--- src/rtl/kaka_pkg.sv ---
// Shared types for the kakacpu top-level pacing logic: run modes, pacer FSM states
// and the mode-to-entry-state mapping.
package kaka_pkg;

  localparam int unsigned CLK_HZ_DEFAULT = 50_000_000;

  typedef enum logic [1:0] {
    ModeRun   = 2'b00,
    ModeStep  = 2'b01,
    ModePause = 2'b10,
    ModeBurst = 2'b11
  } pace_mode_t;

  typedef enum logic [2:0] {
    S_RUN,
    S_STEP,
    S_PAUSE,
    S_BURST_IDLE,
    S_BURST_ACT
  } pace_state_t;

  function automatic pace_state_t entry_state(input pace_mode_t m);
    pace_state_t s;
    unique case (m)
      ModeRun:   s = S_RUN;
      ModeStep:  s = S_STEP;
      ModePause: s = S_PAUSE;
      default:   s = S_BURST_IDLE;
    endcase
    return s;
  endfunction

endpackage

--- src/rtl/btn_debounce.sv ---
// Synchronises and debounces an active-low push button; emits a one-cycle press pulse
// one cycle after the debounced level falls.
module btn_debounce #(
  parameter int unsigned DEBOUNCE_CYCLES = 1_000_000
) (
  input  logic clk,
  input  logic rst,
  input  logic btn_n,
  output logic level,
  output logic press
);

  localparam int unsigned CntW = $clog2(DEBOUNCE_CYCLES + 1);
  localparam logic [CntW-1:0] CntLast = CntW'(DEBOUNCE_CYCLES - 1);

  logic [1:0]      sync_q, sync_d;
  logic [CntW-1:0] cnt_q, cnt_d;
  logic            level_q, level_d;
  logic            level_dly_q;
  logic            press_q, press_d;

  always_comb begin
    sync_d  = {sync_q[0], btn_n};
    cnt_d   = '0;
    level_d = level_q;
    // Count consecutive cycles the synchronised input disagrees with the accepted level.
    if (sync_q[1] != level_q) begin
      if (cnt_q == CntLast) begin
        level_d = sync_q[1];
      end else begin
        cnt_d = cnt_q + 1'b1;
      end
    end
    press_d = level_dly_q & ~level_q;
  end

  always_ff @(posedge clk or negedge rst) begin
    if (!rst) begin
      sync_q      <= 2'b11;
      cnt_q       <= '0;
      level_q     <= 1'b1;
      level_dly_q <= 1'b1;
      press_q     <= 1'b0;
    end else begin
      sync_q      <= sync_d;
      cnt_q       <= cnt_d;
      level_q     <= level_d;
      level_dly_q <= level_q;
      press_q     <= press_d;
    end
  end

  assign level = level_q;
  assign press = press_q;

endmodule

--- src/rtl/step_pacer.sv ---
// Paces fetch-stage step pulses (free-run, single-step, pause, burst) and latches a
// selectable slice of the observed stage output onto the LEDs.
module step_pacer
  import kaka_pkg::*;
#(
  parameter int unsigned CLK_HZ          = CLK_HZ_DEFAULT,
  parameter int unsigned STEP_HZ         = 1,
  parameter int unsigned DEBOUNCE_CYCLES = 1_000_000,
  parameter int unsigned DATA_W          = 32,
  parameter int unsigned LED_W           = 8,
  parameter int unsigned BURST_W         = 8,
  localparam int unsigned SEL_W = (DATA_W / LED_W > 1) ? $clog2(DATA_W / LED_W) : 1
) (
  input  logic               clk,
  input  logic               rst,
  input  logic [1:0]         mode,
  input  logic               step_btn_n,
  input  logic [BURST_W-1:0] burst_len,
  input  logic               stall_input,
  output logic               valid_output,
  input  logic               obs_valid,
  input  logic [DATA_W-1:0]  obs_data,
  input  logic [SEL_W-1:0]   byte_sel,
  output logic [LED_W-1:0]   led,
  output logic [31:0]        step_count
);

  localparam int unsigned PERIOD  = CLK_HZ / STEP_HZ;
  localparam int unsigned PerW    = $clog2(PERIOD);
  localparam int unsigned NSlices = DATA_W / LED_W;
  localparam logic [PerW-1:0]    PerLast  = PerW'(PERIOD - 1);
  localparam logic [BURST_W-1:0] BurstOne = BURST_W'(1);

  pace_mode_t         mode_in, mode_q;
  pace_state_t        state_q, state_d;
  logic               pending_q, pending_d;
  logic [PerW-1:0]    per_q, per_d;
  logic [BURST_W-1:0] rem_q, rem_d;
  logic [LED_W-1:0]   led_q, led_d;
  logic [31:0]        step_cnt_q, step_cnt_d;
  logic               press, unused_level;
  logic               mode_chg, issue, due;
  logic [SEL_W-1:0]   sel;
  int unsigned        slice_lo;

  btn_debounce #(
    .DEBOUNCE_CYCLES(DEBOUNCE_CYCLES)
  ) u_btn (
    .clk  (clk),
    .rst  (rst),
    .btn_n(step_btn_n),
    .level(unused_level),
    .press(press)
  );

  assign mode_in  = pace_mode_t'(mode);
  assign mode_chg = (mode_in != mode_q);
  // A mode change cancels the pending step in the same cycle, so it never escapes.
  assign issue        = pending_q & ~stall_input & ~mode_chg;
  assign valid_output = issue;

  always_comb begin
    state_d = state_q;
    per_d   = per_q;
    rem_d   = rem_q;
    due     = 1'b0;
    if (mode_chg) begin
      state_d = entry_state(mode_in);
      per_d   = '0;
      rem_d   = '0;
    end else begin
      unique case (state_q)
        S_RUN: begin
          due   = (per_q == PerLast);
          per_d = (per_q == PerLast) ? '0 : per_q + 1'b1;
        end
        S_STEP:  due = press;
        S_PAUSE: due = 1'b0;
        S_BURST_IDLE: begin
          if (press && (burst_len != '0)) begin
            due     = 1'b1;
            rem_d   = burst_len;
            state_d = S_BURST_ACT;
          end
        end
        S_BURST_ACT: begin
          // Re-arm on the issuing cycle unless that issue is the last one of the burst.
          due = ~pending_q | (issue & (rem_q != BurstOne));
          if (issue) begin
            rem_d = rem_q - 1'b1;
            if (rem_q == BurstOne) begin
              state_d = S_BURST_IDLE;
            end
          end
        end
        default: state_d = entry_state(mode_in);
      endcase
    end
    pending_d = ~mode_chg & (due | (pending_q & ~issue));
  end

  always_comb begin
    sel        = (32'(byte_sel) < NSlices) ? byte_sel : '0;
    slice_lo   = 32'(sel) * LED_W;
    led_d      = obs_valid ? obs_data[slice_lo +: LED_W] : led_q;
    step_cnt_d = issue ? step_cnt_q + 32'd1 : step_cnt_q;
  end

  // Reset lands in RUN; a different mode input is picked up as a change on the first cycle.
  always_ff @(posedge clk or negedge rst) begin
    if (!rst) begin
      mode_q     <= ModeRun;
      state_q    <= S_RUN;
      pending_q  <= 1'b0;
      per_q      <= '0;
      rem_q      <= '0;
      led_q      <= '0;
      step_cnt_q <= '0;
    end else begin
      mode_q     <= mode_in;
      state_q    <= state_d;
      pending_q  <= pending_d;
      per_q      <= per_d;
      rem_q      <= rem_d;
      led_q      <= led_d;
      step_cnt_q <= step_cnt_d;
    end
  end

  assign led        = led_q;
  assign step_count = step_cnt_q;

endmodule

--- config.mk ---
export PLATFORM = sky130hd
export DESIGN_NAME = step_pacer
export DESIGN_NICKNAME = d
export VERILOG_FILES = /design/src/rtl/kaka_pkg.sv /design/src/rtl/btn_debounce.sv /design/src/rtl/step_pacer.sv
export SDC_FILE = /design/constraint.sdc
export NUM_CORES = 1
export LEC_CHECK = 0
export ABC_AREA = 0
export ABC_CLOCK_PERIOD_IN_PS = 3800
export BUFFER_PORTS_ARGS = -buffer_cell sky130_fd_sc_hd__buf_2
export CAP_MARGIN = 15
export CORE_ASPECT_RATIO = 0.9
export CORE_MARGIN = 2
export CORE_UTILIZATION = 61
export DETAILED_ROUTE_END_ITERATION = 8
export PLACE_DENSITY = 0.95
export SLEW_MARGIN = 0
export SYNTH_ARGS = -nofsm -noshare
export SYNTH_HDL_FRONTEND = slang
export SYNTH_SLANG_ARGS = --single-unit
--- constraint.sdc ---
create_clock -name clk -period 3.8 [get_ports clk]
set_clock_uncertainty 0.1 [all_clocks]
set_input_delay 0.38 -clock clk [delete_from_list [all_inputs] [get_ports clk]]
set_output_delay 0.38 -clock clk [all_outputs]
set_load 0.05 [all_outputs]
==> results_dict.tcl <==
set metrics [dict create \
    cts_resized 0 \
    startpoint_type "flop" \
    drc_errors 0 \
    power-per-cell-area_mw_per_mm2 338 \
    syn-num-nets 580 \
    post_synth_num_cell_types 62 \
    max_slew.worst_pin.slew_ns 1.18 \
    worst_skew_pair.late_latency_ns 0.38 \
    routed.top_layer "met4" \
    p_switching_mw 0.583 \
    total_clock_buffers_created_by_cts 9 \
    ios 90 \
    grt_util_all_layers 0.256 \
    max-vdd-ir-drop_v 0.000225 \
    globalRoute.totalOverflow 0 \
    rr_worst_depth 5 \
    synthDominantAreaCellType "dfrtp_1" \
    required_ns 3.98 \
    synth_largest_type_area_fraction 0.456 \
    syn2layout_area_growth_pct 13.4 \
    worst_path_arrival_time_ns 2.62 \
    ff2ff_setup_slack_ns 1.37 \
    clkSlewWorstSetupHoldPaths_ns 0.11 \
    syn-cell-area_mm2 0.00555 \
    wire_length_of_the_first_global_routing_pass_um 20500 \
    regToRegEndpoint "rem_q[3]" \
    hp-class "in -> async" \
    cts-hold-fix-buffers 1 \
    post_cts.repair.setup_buffers 0 \
    drt_first_pass_iters 5 \
    routed-via-count 4489 \
    final.period_utilization 0.641 \
    grt_pass1_vias 4436 \
    drt_first_iter_violations 411 \
    r2r_start "state_q[2]" \
    wl_met2_um 6010 \
    drt.antenna.violating_nets 0 \
    port_buffers 89 \
    setup.worst_path.end_class "flop" \
    leakage_nw 2.83 \
    setup_viol_count_final 0 \
    synth_seq_area_share 0.475 \
    synth_seq_cells 105 \
    routabilityCongestion 0.953 \
    synth_enable_flop_cells 0 \
    finalNonFillerCells 736 \
    final_period_minus_worst_setup_slack_ns 2.43 \
    switching_fraction 0.274 \
    wl_met3_um 781 \
    critPathMaxFanout 13 \
    post_synth.cell_area_avg_um2 10.5 \
    m1WireLength_um 4940 \
    post-dp-hpwl_um 8530 \
    comb_power_share 0.106 \
    synth_flop_cell "dfrtp_1" \
    cap_violations 0 \
    std_cell_rows 32 \
    floorplan.die.width_um 105 \
    core_region_area_mm2 0.00869 \
    clock_tree_from_tritoncts "built" \
    timing.slew.headroom 0.214 \
    grt_max_degree 81 \
    clock_sink_count 105 \
    ys_warn_count 0 \
    drt-vias-per-instance 6.10 \
    start_util 0.638 \
    status "finished clean" \
    max-clock-path-buffers 2 \
    drive_above_1_share 0.243 \
    power_frac_clock 0.348 \
    fin_tns_setup_ns 0 \
    fmaxAchievable_mhz 411 \
    timing.setup.critical_path_class "reg -> reg" \
    hold-worst-slack_ns 0.0436 \
    asyncSetResetFlopFracSynth 1.00 \
    nets 666 \
    ctsHtreeMaxLevel 3 \
    netlist_instances 526 \
    synth.top_cells.by_area "dfrtp_1, xnor2_1, nor2_1" \
    dieHeight_um 94.5 \
    share_seq_of_total_power 0.547 \
    ant_cells 0 \
    wl_per_cell_um 16.3 \
    dp.cells 718 \
    grt_setup_unrepaired "false" \
    final-hold-violation-count 0 \
    antenna_found_initial 0 \
    p_int_mw 1.54 \
    routed_wirelength_um 12000 \
    cts.root.buffer_cell "clkbuf_8" \
    drv_slew 0 \
    dieArea_mm2 0.00987 \
]
-- through the flow --
step | utilization | instance area (um2) | setup slack [ns] | power (mW)
6_report | 0.724 | 6290 | 1.37 | 2.12
4_1_cts | 0.724 | 6290 | 1.20 | 2.15
3_3_place_gp | 0.697 | 6050 | 1.37 | 1.40
5_1_grt | 0.724 | 6290 | 1.21 | 2.22
3_5_place_dp | 0.697 | 6050 | 1.22 | 1.41
2_1_floorplan | - | 5550 | 1.67 | 1.33
-- critical path, cell delays in order, from the launching register on --
cell and delay [ns]:
dfrtp_1 0.52, or3b_1 0.57, o32ai_1 0.50, clkbuf_2 0.30
o21ai_0 0.13, a221oi_2 0.22
-- logic make-up (layout without fill, tap and decap cells) --
kind of cell | Yosys count | count (layout) | share of synthesized area
buffers and inverters | 34 | 125 | 0.0298
multiplexers | 18 | 18 | 0.0526
adder cells (fa/ha/maj) | 5 | 5 | 0.0113
flip-flops | 105 | 105 | 0.475
XOR/XNOR | 67 | 67 | 0.113
AO/OA/AOI/OAI | 60 | 60 | 0.0742
AND/OR/NAND/NOR | 237 | 237 | 0.245
-- sequential cells by signal, indices dropped and copies added, names as in the netlist, 2 cells and up --
register,cells
u_btn.sync_q,2
mode_q,2
rem_q,8
led,8
step_count,32
u_btn.cnt_q,20
per_q,26
state_q,3
-- cell usage in the layout, fill, tap and decap left out, types with 5 or more instances in the layout --
cell / count
clkbuf_8: 9
dfrtp_1: 101
nand3_1: 30
xor2_1: 23
nor4_1: 8
a211oi_1: 6
ha_1: 5
a21oi_1: 13
nor4_4: 5
inv_1: 16
xnor2_1: 42
and3_1: 13
nor3_1: 10
nand2_1: 48
mux4_2: 8
buf_2: 88
or3_1: 5
o21ai_0: 18
mux2_2: 9
nor2_1: 54
nand4_1: 25
-- Yosys cell counts, drive strengths merged (13+ instances only) --
cell,number
nand4,27
nand2,48
and3,13
nand3,34
xnor2,44
nor4,13
nor2,54
xor2,23
buf,13
dfrtp,101
inv,16
o21ai,19
a21oi,13
-- area by class of cell --
type	count	area, um2
Sequential cell	105	2630
Clock buffer	9	124
Fill cell	583	2400
Inverter	16	60.1
Tap cell	119	149
Multi-Input combinational cell	387	2750
Timing Repair Buffer	93	478
Clock inverter	7	100
-- worst max path at each step --
stage,from,to,slack [ns],cells after the start
2_1_floorplan,step_count[6],step_count[23],1.67,5
3_3_place_gp,burst_len[0],rem_q[0],1.37,6
3_5_place_dp,burst_len[5],rem_q[0],1.22,6
4_1_cts,state_q[1],rem_q[0],1.20,4
5_1_grt,state_q[2],rem_q[3],1.21,5
6_report,state_q[2],rem_q[3],1.37,5
-- power groups by stage --
stage	clock network (mW)	logic, mW	registers [mW]
after global placement	0	0.217	1.18
final	0.738	0.225	1.16
after CTS	0.760	0.226	1.16
after global routing	0.808	0.244	1.16
after detailed placement	0	0.224	1.18
after floorplan	0	0.108	1.22
-- layer usage --
layer / track usage / vias up
met4: 0.0968 / 0
met5: 0 / -
met3: 0.0469 / 28
li1: - / 2069
met1: 0.327 / 2176
met2: 0.442 / 216
Power figures use the tool's default switching activity.
